--- config.mk ---
export PLATFORM = sky130hd
export DESIGN_NAME = seg7_autorange_flat
export DESIGN_NICKNAME = d
export VERILOG_FILES = /design/src/rtl/seg7_autorange_pkg.sv /design/src/rtl/seg7_autorange_if.sv /design/src/rtl/seg7_autorange_digit_dec.sv /design/src/rtl/seg7_autorange.sv /design/src/flat_wrapper.sv
export SDC_FILE = /design/constraint.sdc
export NUM_CORES = 1
export LEC_CHECK = 0
export ABC_CLOCK_PERIOD_IN_PS = 3500
export CAP_MARGIN = 10
export CORE_MARGIN = 2
export CORE_UTILIZATION = 50
export DETAILED_ROUTE_END_ITERATION = 12
export PLACE_DENSITY = 0.88
export RECOVER_POWER = 25
export SKIP_LAST_GASP = 1
export SLEW_MARGIN = 40
export SYNTH_ARGS = -nofsm -noshare
export SYNTH_HDL_FRONTEND = slang
export SYNTH_HIERARCHICAL = 1
export SYNTH_SLANG_ARGS = --single-unit
--- constraint.sdc ---
create_clock -name clk -period 3.5 [get_ports clk]
set_clock_uncertainty 0.05 [all_clocks]
set_input_delay 0.7 -clock clk [delete_from_list [all_inputs] [get_ports clk]]
set_output_delay 0.7 -clock clk [all_outputs]
set_load 0.01 [all_outputs]
--- src/rtl/seg7_autorange_pkg.sv ---
// seg7_pkg: shared types, glyph constants and the BCD-to-segment helper for
// the auto-ranging 7-segment display controller.
//   bcd_t      : one BCD digit
//   seg_t      : one glyph, index 0 = segment a ... index 6 = segment g,
//                active low (literal MSB is segment a)
//   bcd_to_seg : 0-9 -> standard glyph, 10-15 -> dash
package seg7_pkg;

  typedef logic [3:0] bcd_t;
  typedef logic [0:6] seg_t;

  localparam seg_t SEG_ZERO  = 7'b0000001;
  localparam seg_t SEG_ONE   = 7'b1001111;
  localparam seg_t SEG_TWO   = 7'b0010010;
  localparam seg_t SEG_THREE = 7'b0000110;
  localparam seg_t SEG_FOUR  = 7'b1001100;
  localparam seg_t SEG_FIVE  = 7'b0100100;
  localparam seg_t SEG_SIX   = 7'b0100000;
  localparam seg_t SEG_SEVEN = 7'b0001111;
  localparam seg_t SEG_EIGHT = 7'b0000000;
  localparam seg_t SEG_NINE  = 7'b0000100;
  localparam seg_t SEG_BLANK = 7'h7F;
  localparam seg_t SEG_DASH  = 7'b1111110;

  // Non-decimal codes render as a dash so a corrupt digit is visible.
  function automatic seg_t bcd_to_seg(input bcd_t bcd);
    seg_t s;
    case (bcd)
      4'd0:    s = SEG_ZERO;
      4'd1:    s = SEG_ONE;
      4'd2:    s = SEG_TWO;
      4'd3:    s = SEG_THREE;
      4'd4:    s = SEG_FOUR;
      4'd5:    s = SEG_FIVE;
      4'd6:    s = SEG_SIX;
      4'd7:    s = SEG_SEVEN;
      4'd8:    s = SEG_EIGHT;
      4'd9:    s = SEG_NINE;
      default: s = SEG_DASH;
    endcase
    return s;
  endfunction

endpackage

--- src/rtl/seg7_autorange_if.sv ---
// seg7_autorange_if: groups the measurement input and display output signals.
//   master : producer side (BCD converter / testbench) drives the inputs
//   slave  : the display controller
//   tick_1ms, value_bcd, value_valid, blank_lz_en, blink_en : to controller
//   seg, range_onehot                                       : from controller
interface seg7_autorange_if #(
  parameter int NUM_DIGITS = 4,
  parameter int NUM_BCD    = 6
);

  logic                              tick_1ms;
  logic [4*NUM_BCD-1:0]              value_bcd;
  logic                              value_valid;
  logic                              blank_lz_en;
  logic                              blink_en;
  logic [7*NUM_DIGITS-1:0]           seg;
  logic [NUM_BCD-NUM_DIGITS:0]       range_onehot;

  modport master (
    output tick_1ms, value_bcd, value_valid, blank_lz_en, blink_en,
    input  seg, range_onehot
  );

  modport slave (
    input  tick_1ms, value_bcd, value_valid, blank_lz_en, blink_en,
    output seg, range_onehot
  );

endinterface

--- src/rtl/seg7_autorange_digit_dec.sv ---
// seg7_digit_dec: combinational decoder for one display digit.
//   bcd   : digit value
//   blank : force the digit dark
//   seg   : active-low glyph
module seg7_digit_dec
  import seg7_pkg::*;
(
  input  bcd_t bcd,
  input  logic blank,
  output seg_t seg
);

  // Glyph select with blank override
  always_comb begin
    if (blank) begin
      seg = SEG_BLANK;
    end else begin
      seg = bcd_to_seg(bcd);
    end
  end

endmodule

--- src/rtl/seg7_autorange.sv ---
// seg7_autorange: auto-ranging BCD to multi-digit 7-segment display driver.
//   clk, rst : clock, asynchronous active-high reset
//   bus      : slave side of seg7_autorange_if (value capture, tick, display
//              options in; registered seg and range_onehot out)
// The display window follows the most significant nonzero digit; a move to a
// smaller range only happens after it has been requested for HYST_MS ticks.
module seg7_autorange
  import seg7_pkg::*;
#(
  parameter int NUM_DIGITS      = 4,
  parameter int NUM_BCD         = 6,
  parameter int HYST_MS         = 100,
  parameter int BLINK_PERIOD_MS = 1000,
  parameter int BLINK_ON_MS     = 800
) (
  input logic             clk,
  input logic             rst,
  seg7_autorange_if.slave bus
);

  localparam int NUM_RANGES = NUM_BCD - NUM_DIGITS + 1;
  localparam int SHIFT_W    = (NUM_RANGES > 1) ? $clog2(NUM_RANGES) : 1;
  localparam int HYST_W     = (HYST_MS > 1) ? $clog2(HYST_MS) : 1;
  localparam int BLINK_W    = (BLINK_PERIOD_MS > 1) ? $clog2(BLINK_PERIOD_MS) : 1;

  localparam logic [HYST_W-1:0]  HYST_LAST  = HYST_W'(HYST_MS - 1);
  localparam logic [BLINK_W-1:0] BLINK_LAST = BLINK_W'(BLINK_PERIOD_MS - 1);
  localparam logic [BLINK_W-1:0] BLINK_ON   = BLINK_W'(BLINK_ON_MS);

  logic [4*NUM_BCD-1:0]    val_q, val_d;
  logic                    loaded_q, loaded_d;
  logic [SHIFT_W-1:0]      shift_q, shift_d;
  logic [HYST_W-1:0]       hyst_cnt_q, hyst_cnt_d;
  logic [BLINK_W-1:0]      blink_cnt_q, blink_cnt_d;
  logic [7*NUM_DIGITS-1:0] seg_q, seg_d;
  logic [NUM_RANGES-1:0]   range_q, range_d;

  logic [SHIFT_W-1:0]      s_req_s;
  logic                    blink_off_s;
  bcd_t                    win_s [NUM_DIGITS];
  logic [NUM_DIGITS-1:0]   lz_s;
  seg_t                    dig_seg_s [NUM_DIGITS];

  // Capture the measurement; loaded_q keeps the display dark until the first value
  always_comb begin
    loaded_d = loaded_q | bus.value_valid;
    if (bus.value_valid) begin
      val_d = bus.value_bcd;
    end else begin
      val_d = val_q;
    end
  end

  // Requested shift from the most significant nonzero digit (codes >9 count as nonzero)
  always_comb begin
    int msd;
    msd = 0;
    for (int k = 0; k < NUM_BCD; k++) begin
      if (val_q[4*k +: 4] != 4'd0) begin
        msd = k;
      end else begin
        msd = msd;
      end
    end
    if (msd >= NUM_DIGITS - 1) begin
      s_req_s = SHIFT_W'(msd - (NUM_DIGITS - 1));
    end else begin
      s_req_s = '0;
    end
  end

  // Range update: upshift at once, downshift only after HYST_MS consecutive ticks
  always_comb begin
    shift_d    = shift_q;
    hyst_cnt_d = hyst_cnt_q;
    if (s_req_s > shift_q) begin
      shift_d    = s_req_s;
      hyst_cnt_d = '0;
    end else if (s_req_s == shift_q) begin
      hyst_cnt_d = '0;
    end else if (bus.tick_1ms) begin
      // Any smaller request keeps counting, even if its value moves around
      if (hyst_cnt_q == HYST_LAST) begin
        shift_d    = s_req_s;
        hyst_cnt_d = '0;
      end else begin
        hyst_cnt_d = hyst_cnt_q + HYST_W'(1);
      end
    end else begin
      hyst_cnt_d = hyst_cnt_q;
    end
  end

  // Blink phase counter, parked at zero while blink is disabled
  always_comb begin
    if (!bus.blink_en) begin
      blink_cnt_d = '0;
    end else if (bus.tick_1ms) begin
      if (blink_cnt_q == BLINK_LAST) begin
        blink_cnt_d = '0;
      end else begin
        blink_cnt_d = blink_cnt_q + BLINK_W'(1);
      end
    end else begin
      blink_cnt_d = blink_cnt_q;
    end
    // Uses the next count so the registered glyphs match the registered counter
    blink_off_s = bus.blink_en && (blink_cnt_d >= BLINK_ON);
  end

  // Display window at the new shift, plus leading-zero blanking inside that window
  always_comb begin
    logic zero_above;
    lz_s       = '0;
    zero_above = 1'b1;
    for (int d = 0; d < NUM_DIGITS; d++) begin
      win_s[d] = val_q[4*(d + int'(shift_d)) +: 4];
    end
    for (int d = NUM_DIGITS - 1; d >= 1; d--) begin
      zero_above = zero_above && (win_s[d] == 4'd0);
      lz_s[d]    = bus.blank_lz_en && zero_above;
    end
  end

  for (genvar d = 0; d < NUM_DIGITS; d++) begin : g_digit
    seg7_digit_dec u_dec (
      .bcd   (win_s[d]),
      .blank (lz_s[d] | blink_off_s | ~loaded_q),
      .seg   (dig_seg_s[d])
    );
  end

  // Pack glyphs onto the pin vector (glyph index 0 = segment a = pin bit 0)
  always_comb begin
    seg_d   = '0;
    range_d = '0;
    for (int d = 0; d < NUM_DIGITS; d++) begin
      for (int k = 0; k < 7; k++) begin
        seg_d[7*d + k] = dig_seg_s[d][k];
      end
    end
    for (int k = 0; k < NUM_RANGES; k++) begin
      range_d[k] = (shift_d == SHIFT_W'(k));
    end
  end

  // State and output registers
  always_ff @(posedge clk or posedge rst) begin
    if (rst) begin
      val_q       <= '0;
      loaded_q    <= 1'b0;
      shift_q     <= '0;
      hyst_cnt_q  <= '0;
      blink_cnt_q <= '0;
      seg_q       <= '1;
      range_q     <= NUM_RANGES'(1);
    end else begin
      val_q       <= val_d;
      loaded_q    <= loaded_d;
      shift_q     <= shift_d;
      hyst_cnt_q  <= hyst_cnt_d;
      blink_cnt_q <= blink_cnt_d;
      seg_q       <= seg_d;
      range_q     <= range_d;
    end
  end

  assign bus.seg          = seg_q;
  assign bus.range_onehot = range_q;

endmodule

--- src/flat_wrapper.sv ---
// flat-port wrapper written by rule: the top's interface ports become plain ports
module seg7_autorange_flat import seg7_pkg::*;
#(
  parameter int NUM_DIGITS      = 4,
  parameter int NUM_BCD         = 6,
  parameter int HYST_MS         = 100,
  parameter int BLINK_PERIOD_MS = 1000,
  parameter int BLINK_ON_MS     = 800
)
  (clk, rst, bus_tick_1ms, bus_value_bcd, bus_value_valid, bus_blank_lz_en, bus_blink_en, bus_seg, bus_range_onehot);
  seg7_autorange_if #(.NUM_DIGITS(NUM_DIGITS), .NUM_BCD(NUM_BCD)) bus_i ();
  input logic clk;
  input logic rst;
  input wire logic [$bits(bus_i.tick_1ms)-1:0] bus_tick_1ms;
  input wire logic [$bits(bus_i.value_bcd)-1:0] bus_value_bcd;
  input wire logic [$bits(bus_i.value_valid)-1:0] bus_value_valid;
  input wire logic [$bits(bus_i.blank_lz_en)-1:0] bus_blank_lz_en;
  input wire logic [$bits(bus_i.blink_en)-1:0] bus_blink_en;
  output wire logic [$bits(bus_i.seg)-1:0] bus_seg;
  output wire logic [$bits(bus_i.range_onehot)-1:0] bus_range_onehot;
  assign bus_i.tick_1ms = bus_tick_1ms;
  assign bus_i.value_bcd = bus_value_bcd;
  assign bus_i.value_valid = bus_value_valid;
  assign bus_i.blank_lz_en = bus_blank_lz_en;
  assign bus_i.blink_en = bus_blink_en;
  assign bus_seg = bus_i.seg;
  assign bus_range_onehot = bus_i.range_onehot;
  seg7_autorange #(.NUM_DIGITS(NUM_DIGITS), .NUM_BCD(NUM_BCD), .HYST_MS(HYST_MS), .BLINK_PERIOD_MS(BLINK_PERIOD_MS), .BLINK_ON_MS(BLINK_ON_MS)) u_core (.clk(clk), .rst(rst), .bus(bus_i));
endmodule
* After elaboration in Yosys (flattened, before gate mapping) *
Memories as Yosys holds them, arrays and structs flattened.
Cells that the tools add are included.

word-level totals
  latch bits = 0
  bits in registers = 75
  input port bits = 30
  bits in read-only memories = 448
  output and inout port bits = 31
  memory bits (writable) = 0
  memories kept = 4
  word-level logic and storage cells = 75

operators by class
  order comparisons = 3
  reductions and logical operators = 16
  multiplexer cells = 21
  add/subtract/negate cells = 6
  bitwise logic cells = 9
  eq/ne operators = 5
  multipliers = 0
  div/mod/pow operators = 0
  shifts and indexed selects = 4

memories
  memory           depth  width  rd ports  clocked after Yosys merged registers in  write ports  RTL line                  source
  (no name shown)  16     7      1         0                                        0            seg7_autorange_pkg.sv:28  case (bcd)
  (no name shown)  16     7      1         0                                        0            seg7_autorange_pkg.sv:28
  (no name shown)  16     7      1         0                                        0            seg7_autorange_pkg.sv:28
  (no name shown)  16     7      1         0                                        0            seg7_autorange_pkg.sv:28

operator list
  operator               count
  $mux 32                4
  $shiftx 24x32->4       3
  $mux 7                 8
  $ge 32x3->1 const B    1
  $mux 10                3
  $shiftx 24x5->4        1
  $reduce_bool 4->1      5
  $logic_not 4->1        3
  $add 10x1->10 const B  1
  $eq 10x10->1 const B   1
  $ge 10x10->1 const B   1
  $mux 2                 5
  $or 1x1->1             8
  $add 7x1->7 const B    1
  $eq 7x7->1 const B     1
  $add 2x2->3 const A    2
  $logic_and 1x1->1      6
  $add 1x2->3 const A    1
  $reduce_bool 3->1      1
  $eq 2x1->1 const B     1
  $eq 2x2->1             1
  $eq 2x2->1 const B     1
  $gt 2x2->1             1
  $logic_not 2->1        1
  other kinds (3)        3

* Logic depth before layout (Yosys ltp) *
  depth in word-level cells = 21
  mapped depth = 18
  depth with buffers taken out = 16

* Hierarchy *
The synthesis kept the hierarchy.

modules (own cells, without submodules)
  module                                         instances  area an instance (µm²)  cells an instance
  seg7_autorange                                 1          3352.0                  280
  seg7_digit_dec at u_core.g_digit[2].u_dec ...  2          235.2                   35
  seg7_digit_dec at u_core.g_digit[1].u_dec      1          232.7                   35
  seg7_digit_dec at u_core.g_digit[0].u_dec      1          201.4                   31

* Worst setup path after synthesis *
Ideal clock, no wire load.

  path kind = reg-to-reg
  from = register u_core.val_q[16]
  to = register u_core.seg_q[21], in the netlist u_core/bus.seg[21]
  buffers on the path = 2
  arrival time = 3517 ps
  cell stages (with the launch flop) = 18
  slack = -151 ps
  period minus slack after synthesis = 3651 ps
  cells stage by stage = dfrtp_1 or4_1 and2_1 inv_1 ha_1 inv_1 a21oi_1 nand3_1 nand3_2 buf_4 buf_6 a22oi_1 o21ai_0 inv_1 ha_1 or2_1 a211oi_2 nor2_1

RTL lines
  item                      RTL line               source
  start: declaration        seg7_autorange.sv:30   logic [4*NUM_BCD-1:0] val_q, val_d;
  start signal: assignment  seg7_autorange.sv:158  val_q <= val_d;
  end signal: assignment    seg7_autorange.sv:163  seg_q <= seg_d;
  end: declaration          seg7_autorange.sv:35   logic [7*NUM_DIGITS-1:0] seg_q, seg_d;

==> results.json <==
{
  "critPathMaxFanout": 8,
  "post-route-drc-count": 0,
  "insertion_delay_ns": 0.35,
  "cts_buffer_depth": 2,
  "ios": 61,
  "placedCellCount": 603,
  "numCtsBuffers": 9,
  "p_per_area_nw_per_um2": 883,
  "clk_pin_slew_ns": 0.07,
  "gp_congestion": 0.879,
  "peakVddDrop_uv": 412,
  "post-route-util": 0.716,
  "layout_commonest_cell": "clkdlybuf4s50_1",
  "gr-usage-all-layers": 0.214,
  "yosysWarnings": 6,
  "clock_sinks": 75,
  "drive_gt1_frac": 0.348,
  "root_buffer": "clkbuf_8",
  "num-nets-final": 584,
  "run_status": "complete, but fails checks",
  "htreeDepth": 3,
  "setup_ws_ns": -0.124,
  "dr.first_iter.drc_count": 381,
  "startpoint_type": "flop",
  "final_cell_mix": "clkdlybuf4s50_1, buf_4, dfrtp_1, nor2_1, nand2_1",
  "die-width_um": 96.3,
  "synthesis.area_sq_um": 4260,
  "cts_tree": "done",
  "routed_wl_um": 12000,
  "drv_cap": 0,
  "syn_to_final_growth_pct": 38.2,
  "die_area_sq_um": 9270,
  "drtAntennaViolNets": 0,
  "fp-row-count": 33,
  "finalPower_mw": 5.20,
  "diodes": 0,
  "finalNonFillerCells": 640,
  "vias": 3789,
  "core_sq_um": 8220,
  "antenna_found_initial": 0,
  "grt_pass1_wl_um": 15100,
  "synth_seq_cells": 75,
  "grt_max_degree": 44,
  "hpwlAfterDp_um": 6820,
  "synth_edf_count": 0,
  "leakagePower_nw": 2.44,
  "cp-end-kind": "flop",
  "min_period_ns": 3.62,
  "tightest_slew_ns": 1.35,
  "max_freq_mhz": 276,
  "holdWs_ns": 0.483,
  "holdCritPathClass": "reg -> reg",
  "syn-num-nets": 470,
  "setup_viol": 9,
  "first_pass_iters": 8,
  "maxSlewHeadroom": 0.100,
  "worstPathRequired_ns": 3.73,
  "synthCells": 416,
  "wl_per_cell_um": 18.8,
  "crit_arrival_ns": 3.86,
  "finalCritPeriodShare": 1.04,
  "yosysUniqueCellTypes": 59,
  "slew_viol_final": 0,
  "ys.flop_type": "dfrtp_1",
  "violations": "setup timing",
  "initial_core_util": 0.518,
  "grt_pass1_vias": 3244,
  "worstSetupPathType": "reg -> reg",
  "avgSynthCellArea_sq_um": 10.2,
  "die_h_um": 96.3,
  "overflow": 0,
  "hold_violations": 0,
  "viasPerCell": 5.92,
  "yosysSeqAreaShare": 0.449,
  "io_buffer_count": 60,
  "async_flop_share": 1.00
}
[per-layer routing]
layer  up-vias  share of wire  GRT usage
met4         0          0.045     0.0929
met2       228           0.48      0.341
li1       1688              -          -
met5         -              0          0
met1      1814           0.40      0.275
met3        59          0.079     0.0525
[per-stage QoR]
stage                     instance area, sq um  TNS [ns]  setup slack [ns]
final                                     5880    -0.566            -0.124
after global routing                      5880     -2.80            -0.222
after CTS                                 5470         0          0.000244
after detailed placement                  5210    -0.674            -0.125
after global placement                    5220         0           0.00615
after floorplan                           4260   -0.0116           -0.0116
[sequential cells by signal, summed over array words and instances, names as in the netlist]
register / cells
u_core/blink_cnt_q: 10
u_core/bus.range_onehot: 3
u_core/bus.seg: 28
u_core/hyst_cnt_q: 7
u_core/loaded_q: 1
u_core/shift_q: 2
u_core/val_q: 24
[cells in the mapped netlist, drive strengths merged (4+ instances only)]
cell	n	area (sq um)
nor3	4	20.0
nand4	6	52.6
mux2i	12	140
o21ai	32	164
nor4	4	31.3
and3	4	25.0
o21bai	8	60.1
a211oi	9	82.6
dfstp	29	762
nor4b	4	50.1
xnor2	6	52.6
o22ai	4	25.0
mux2	22	248
or2	7	43.8
o21a	4	30.0
xor2	5	43.8
nand2	31	116
inv	23	86.3
ha	24	300
clkbuf	4	16.3
nand3	6	35.0
a21oi	25	125
nand2b	12	80.1
dfrtp	46	1150
a22oi	6	45.0
nor2	41	154
buf	14	95.1
[worst max-delay path, stage by stage, from the launching register on]
cell	delay [ns]
dfrtp_1	0.38
or4_4	0.54
and2_4	0.16
inv_2	0.07
ha_4	0.21
nand2_4	0.10
nand3b_1	0.25
buf_4	0.24
a31oi_2	0.38
a211oi_4	0.10
o22ai_1	0.33
nor4_4	0.09
a21o_4	0.27
nor4bb_2	0.32
nor2_1	0.07
[where the power goes]
group	internal, mW	leakage [nW]	switching (mW)
sequential	1.21	0.878	0.0949
combinational	1.55	1.47	1.69
clock	0.349	0.0947	0.310
total	3.11	2.44	2.09
[cells by family after synthesis]
logic type,count (synthesis),share of synthesized area
flops,75,0.449
fa+ha+maj,24,0.0705
buf+inv,41,0.0464
mux,34,0.0911
compound gates,100,0.156
xor+xnor,11,0.0226
simple gates,131,0.164
[final timing paths]
check | from | endpoint | slack [ns] | cells after the start
setup / recovery | u_core/val_q[19] | u_core/bus.seg[10] | -0.12 | 14
hold / removal | u_core/val_q[2] | u_core/val_q[2] | 0.48 | 1
setup reg to reg | u_core/val_q[19] | u_core/bus.seg[10] | -0.12 | 14
hold reg to reg | u_core/val_q[2] | u_core/val_q[2] | 0.48 | 1
max in group asynchronous | rst | u_core/bus.seg[7] | 1.45 | 3
min in group asynchronous | rst | u_core/blink_cnt_q[3] | 1.08 | 2
[final cells by class]
| type | count | area (sq um) |
|---|---|---|
| Multi-Input combinational cell | 300 | 2460 |
| Fill cell | 505 | 2330 |
| Sequential cell | 75 | 1910 |
| Timing Repair Buffer | 121 | 1090 |
| Clock buffer | 14 | 153 |
| Tap cell | 105 | 131 |
| Inverter | 23 | 93.8 |
| Clock inverter | 2 | 35.0 |
[timing repair]
action	in CTS	in global routing
gates resized for setup	13	51
buffers inserted	1	20
endpoints found under the hold margin	0	0
pin swaps	2	24
setup endpoints to repair	13	24
hold buffers	0	0
Power figures use the tool's default switching activity.
